### config.mk
export PLATFORM = sky130hd
export DESIGN_NAME = irq_pending_ctrl
export DESIGN_NICKNAME = d
export VERILOG_FILES = /design/src/rtl/irq_pkg.sv /design/src/rtl/prio_enc8_sel.sv /design/src/rtl/irq_pending_ctrl.sv
export SDC_FILE = /design/constraint.sdc
export NUM_CORES = 1
export LEC_CHECK = 0
export CAP_MARGIN = 5
export CORE_MARGIN = 5
export CORE_UTILIZATION = 47
export DETAILED_ROUTE_END_ITERATION = 10
export GPL_ROUTABILITY_DRIVEN = 0
export HOLD_SLACK_MARGIN = 0.05
export PLACE_DENSITY = 0.85
export SYNTH_ARGS = -nofsm -noshare
export SYNTH_HDL_FRONTEND = slang
export SYNTH_SLANG_ARGS = --single-unit
### constraint.sdc
create_clock -name clk -period 2.2 [get_ports clk]
set_input_delay 0.33 -clock clk [delete_from_list [all_inputs] [get_ports clk]]
set_output_delay 0.33 -clock clk [all_outputs]
set_load 0.01 [all_outputs]
### src/rtl/irq_pkg.sv
// Shared definitions for the interrupt pending controller.
//   NUM_IRQ  : number of request lines
//   IDX_W    : width of a request index
//   state_t  : handshake/service state of the controller
//   idx_onehot() : expands an index into a one-hot line mask
package irq_pkg;

    localparam int NUM_IRQ = 8;
    localparam int IDX_W   = 3;

    typedef enum logic [1:0] {
        IDLE    = 2'd0,
        PRESENT = 2'd1,
        SERVICE = 2'd2
    } state_t;

    function automatic logic [NUM_IRQ-1:0] idx_onehot(input logic [IDX_W-1:0] idx);
        logic [NUM_IRQ-1:0] v;
        v      = '0;
        v[idx] = 1'b1;
        return v;
    endfunction

endpackage

### src/rtl/prio_enc8_sel.sv
// Combinational 8->3 highest-bit selector.
//   req       in  8  candidate request lines
//   idx       out 3  index of the highest set bit of req (0 when none)
//   any_valid out 1  at least one bit of req is set
// Always-driven outputs; no enable input.
module prio_enc8_sel
    import irq_pkg::*;
(
    input  logic [NUM_IRQ-1:0] req,
    output logic [IDX_W-1:0]   idx,
    output logic               any_valid
);

    // Ascending scan: the last hit, i.e. the highest set bit, wins.
    always_comb begin
        idx = '0;
        for (int i = 0; i < NUM_IRQ; i++) begin
            if (req[i]) begin
                idx = IDX_W'(i);
            end
        end
    end

    assign any_valid = |req;

endmodule

### src/rtl/irq_pending_ctrl.sv
// Interrupt front end: rising edges on irq set bits in a pending register,
// a software mask filters eligibility, and the highest eligible index is
// offered over a valid/ready handshake, then held in service until eoi.
//   clk        in  1  rising-edge clock
//   rst_n      in  1  asynchronous active-low reset
//   irq        in  8  request lines (rising edge sets pending)
//   mask_we    in  1  mask write strobe
//   mask_wdata in  8  new mask value (1 = line masked)
//   vec_valid  out 1  vec_idx is offered
//   vec_ready  in  1  consumer accepts the offered vector
//   vec_idx    out 3  offered index, 7 = highest priority
//   eoi        in  1  end-of-interrupt pulse
//   busy       out 1  an accepted request is in service
//   pending    out 8  pending register readback
// Optional build macro IRQ_SYNC_EN: adds a two-flop synchronizer on irq
// ahead of edge detection (irq-to-vec_valid latency grows from 2 to 4).
module irq_pending_ctrl
    import irq_pkg::*;
#(
    parameter logic [NUM_IRQ-1:0] MASK_RST = 8'h00
)
(
    input  logic               clk,
    input  logic               rst_n,
    input  logic [NUM_IRQ-1:0] irq,
    input  logic               mask_we,
    input  logic [NUM_IRQ-1:0] mask_wdata,
    output logic               vec_valid,
    input  logic               vec_ready,
    output logic [IDX_W-1:0]   vec_idx,
    input  logic               eoi,
    output logic               busy,
    output logic [NUM_IRQ-1:0] pending
);

    logic [NUM_IRQ-1:0] irq_src;
    logic [NUM_IRQ-1:0] irq_q;
    logic [NUM_IRQ-1:0] rise;
    logic [NUM_IRQ-1:0] mask;
    logic [NUM_IRQ-1:0] eligible;
    logic [NUM_IRQ-1:0] clr;
    logic [IDX_W-1:0]   sel_idx;
    logic               sel_any;
    logic               accept;
    logic [IDX_W-1:0]   vec_idx_next;
    state_t             state;
    state_t             state_next;

`ifdef IRQ_SYNC_EN
    logic [NUM_IRQ-1:0] sync_a;
    logic [NUM_IRQ-1:0] sync_b;

    always_ff @(posedge clk or negedge rst_n) begin
        if (!rst_n) begin
            sync_a <= '0;
            sync_b <= '0;
        end else begin
            sync_a <= irq;
            sync_b <= sync_a;
        end
    end

    assign irq_src = sync_b;
`else
    assign irq_src = irq;
`endif

    // irq_q resets low, so a line already high at reset release is an edge.
    always_ff @(posedge clk or negedge rst_n) begin
        if (!rst_n) begin
            irq_q <= '0;
        end else begin
            irq_q <= irq_src;
        end
    end

    assign rise = irq_src & ~irq_q;

    always_ff @(posedge clk or negedge rst_n) begin
        if (!rst_n) begin
            mask <= MASK_RST;
        end else if (mask_we) begin
            mask <= mask_wdata;
        end
    end

    // Masked lines still latch into pending; they are only kept from selection.
    assign eligible = pending & ~mask;

    prio_enc8_sel u_sel (
        .req       (eligible),
        .idx       (sel_idx),
        .any_valid (sel_any)
    );

    assign accept = (state == PRESENT) && vec_ready;
    assign clr    = accept ? idx_onehot(vec_idx) : '0;

    // Clear before set: a new edge on the line being accepted keeps it pending.
    always_ff @(posedge clk or negedge rst_n) begin
        if (!rst_n) begin
            pending <= '0;
        end else begin
            pending <= (pending & ~clr) | rise;
        end
    end

    always_ff @(posedge clk or negedge rst_n) begin
        if (!rst_n) begin
            state <= IDLE;
        end else begin
            state <= state_next;
        end
    end

    // vec_idx is loaded only on leaving IDLE, so it stays frozen while offered.
    always_comb begin
        state_next   = state;
        vec_idx_next = vec_idx;
        case (state)
            IDLE: begin
                if (sel_any) begin
                    state_next   = PRESENT;
                    vec_idx_next = sel_idx;
                end
            end
            PRESENT: begin
                if (vec_ready) begin
                    state_next = SERVICE;
                end
            end
            SERVICE: begin
                if (eoi) begin
                    state_next = IDLE;
                end
            end
            default: begin
                state_next = IDLE;
            end
        endcase
    end

    // Handshake outputs come straight from flops, decoded from the next state.
    always_ff @(posedge clk or negedge rst_n) begin
        if (!rst_n) begin
            vec_valid <= 1'b0;
            busy      <= 1'b0;
            vec_idx   <= '0;
        end else begin
            vec_valid <= (state_next == PRESENT);
            busy      <= (state_next == SERVICE);
            vec_idx   <= vec_idx_next;
        end
    end

endmodule
==> impl_metrics.toml <==
[placed_design]
dpl_cell_area_um2 = 1640
hpwlAfterDp_um = 1920
io_buffers = 33
dpl_worst_slack_ps = 428
placedCellCount = 162

[floorplan]
die_area_um2 = 3840
rows = 18
start_util = 0.504
io_pins = 34
die_y_um = 62.0
dieWidth_um = 62.0
core_region_area_um2 = 2520

[final_layout]
final_core_util = 0.679
drive_gt1_frac = 0.186
insertedDiodeCount = 0
nFillCells = 203
layout.nets = 160
layout.cells.non_filler = 170
multi_input_area_um2 = 458
area_growth_pct = 34.6
regArea_um2 = 776
postLayoutCellArea_um2 = 1710

[synth]
synth_top_family_by_area = "simple AND/OR/NAND/NOR gates"
ys.warnings.count = 0
ys_seq_area_frac = 0.610
syn_area_um2 = 1270
synth-seq-cells = 31
ys_types = 24
synth_simple_gate_area_frac = 0.147
synth-compound-area-share = 0.111
synth_fa_ha_area_frac = 0
syn_area_per_cell_um2 = 12.8
synth.net_count = 120
synth.area.mux_share = 0.102
synthCells = 99
synth_xor_area_frac = 0

[routing]
route.vias.total = 876
drc_errors = 0
viasPerCell = 5.15
routed_wl_um = 2560
firstDrtPassIters = 4
drtAntennaViolNets = 0
wl_per_cell_um = 15.0
drt_iter0_drc = 39

[critical_path]
crit_chain = "clkdlybuf4s50_1"
cp_max_fo = 7
max_stage_delay_ps = 590
start_kind = "register"
slowest_stage = "clkdlybuf4s50_1"
path_class = "reg2out"
arrival_ps = 1400
path_depth = 1
reg2reg_slack_ps = 470
rr_worst_depth = 4
worst-path-buf-inv = 1
cp.required_ps = 1870
cp_top_family = "buffers and inverters"
critPathCaptureType = "output pin"

[run]
max_cap_violations = 0

[clock_tree]
cts_resized = 0
cts.sinks = 31
post_cts_buffers = 0
cts_hold_buffers = 0
h-tree-depth = 2
cts.clk_slew.worst_paths_ps = 100
cts_buffers = 5
cts_tree = "built"
clock_latency_ps = 330
clockRootBuffer = "clkbuf_4"
clk_path_buf_depth = 2

[power_and_ir_drop]
p_int_mw = 1.20
seqPwrFrac = 0.454
swShare = 0.314
comb_power_share = 0.333
total_leakage_power_nw = 0.755
p_sw_uw = 550
clkPwrFrac = 0.212
peakVddDrop_mv = 0.649
power_density_nw_per_um2 = 1020

[status]
status = "finished clean"

[timing]
skew_ps = 18.5
hold_viol = 0
max_slew_margin = 0.695
setup_violations = 0
fin_crit_sh = 0.787
fin_crit_ps = 1730
rsz0062_at_grt = "false"
setup_slack_ps = 468
finalSetupTns_ps = 0
finalMaxSlewViolations = 0
max_freq_ghz = 0.577
worst_slew_pin_slew_ps = 457

[grt]
grt_pass1_wl_um = 4250
first_global_vias = 956
grt.busiest_layer = "met2"
antenna_found_initial = 0
gr-usage-met3 = 0.0558
grtUsageTotal = 0.156
grt_max_degree = 32
overflow = 0
use_met2 = 0.247
met1_usage = 0.188

[min_path]
hold_class = "in2async"
-- cells in the mapped netlist --
library cell  instances  area share
o211ai_1              1      0.0059
nand4_4               1       0.017
clkbuf_1              1      0.0029
o21ai_1               1      0.0039
mux2_2                8       0.071
nand3b_1              1      0.0059
or2b_2                1      0.0069
nor2_1                2      0.0059
o21ai_0              15       0.059
o41ai_4               1       0.022
nor2b_1               3       0.015
a31oi_1               1      0.0049
or2b_1                1      0.0059
nand4b_1              1      0.0069
dfrtp_1              31        0.61
mux2i_1               1      0.0079
o31ai_1               2       0.012
inv_1                 9       0.027
mux2_4                2       0.024
nand2b_4              4       0.043
nand2_1               7       0.021
a21oi_1               1      0.0039
nand2b_1              3       0.015
or2_2                 1      0.0049
-- cells by family after synthesis --
kind of cell / Yosys count
AOI/OAI and AO/OA: 22
buffers and inverters: 10
DFF: 31
muxes: 11
and+or+nand+nor: 25
-- flip-flops by register name, indices dropped and copies added, names as in the netlist --
signal and count:
state 2, vec_valid 1, irq_q 8, mask 8, pending 8, vec_idx 3, busy 1
-- per-layer routing --
layer	wire [µm]	vias up
li1	-	416
met1	1100	427
met2	1220	28
met3	191	5
met4	44	0
met5	0	-
-- placed cells by master (no fill, tap or decap), types with 3 or more instances in the layout --
master           count
clkbuf_4             5
clkdlybuf4s50_1     33
dfrtp_1             31
inv_1                9
mux2_2               8
nand2_1              7
nand2b_1             3
nand2b_4             4
nor2b_1              3
o21ai_0             15
-- final timing paths --
path,start,endpoint
max,vec_idx[2],vec_idx[2]
min,rst_n,state[0]
max reg2reg,pending[5],vec_idx[2]
min reg2reg,irq_q[6],pending[6]
max in group asynchronous,rst_n,mask[7]
min in group clk,irq_q[6],pending[6]
-- cell type report --
class | instances | area share
clock buffer | 8 | 0.0402
timing repair buffer | 34 | 0.197
sequential | 31 | 0.453
multi-input combinational | 58 | 0.268
inverter | 9 | 0.0197
tap | 30 | 0.0219
-- through the flow --
stage          total power, mW  hold slack, ps
4_1_cts                   1.76             393
6_report                  1.75             379
3_3_place_gp              1.37             402
3_5_place_dp              1.39             407
5_1_grt                   1.85             428
2_1_floorplan             1.11            34.4
-- power by group through the flow --
stage	sequential (mW)	clock, mW	combinational (mW)
finish	0.796	0.371	0.584
global route	0.808	0.402	0.645
global placement	0.800	0	0.570
floorplan	0.816	0	0.295
CTS	0.794	0.378	0.592
detailed placement	0.805	0	0.588
Note: power is estimated with default switching activity, not from simulation.
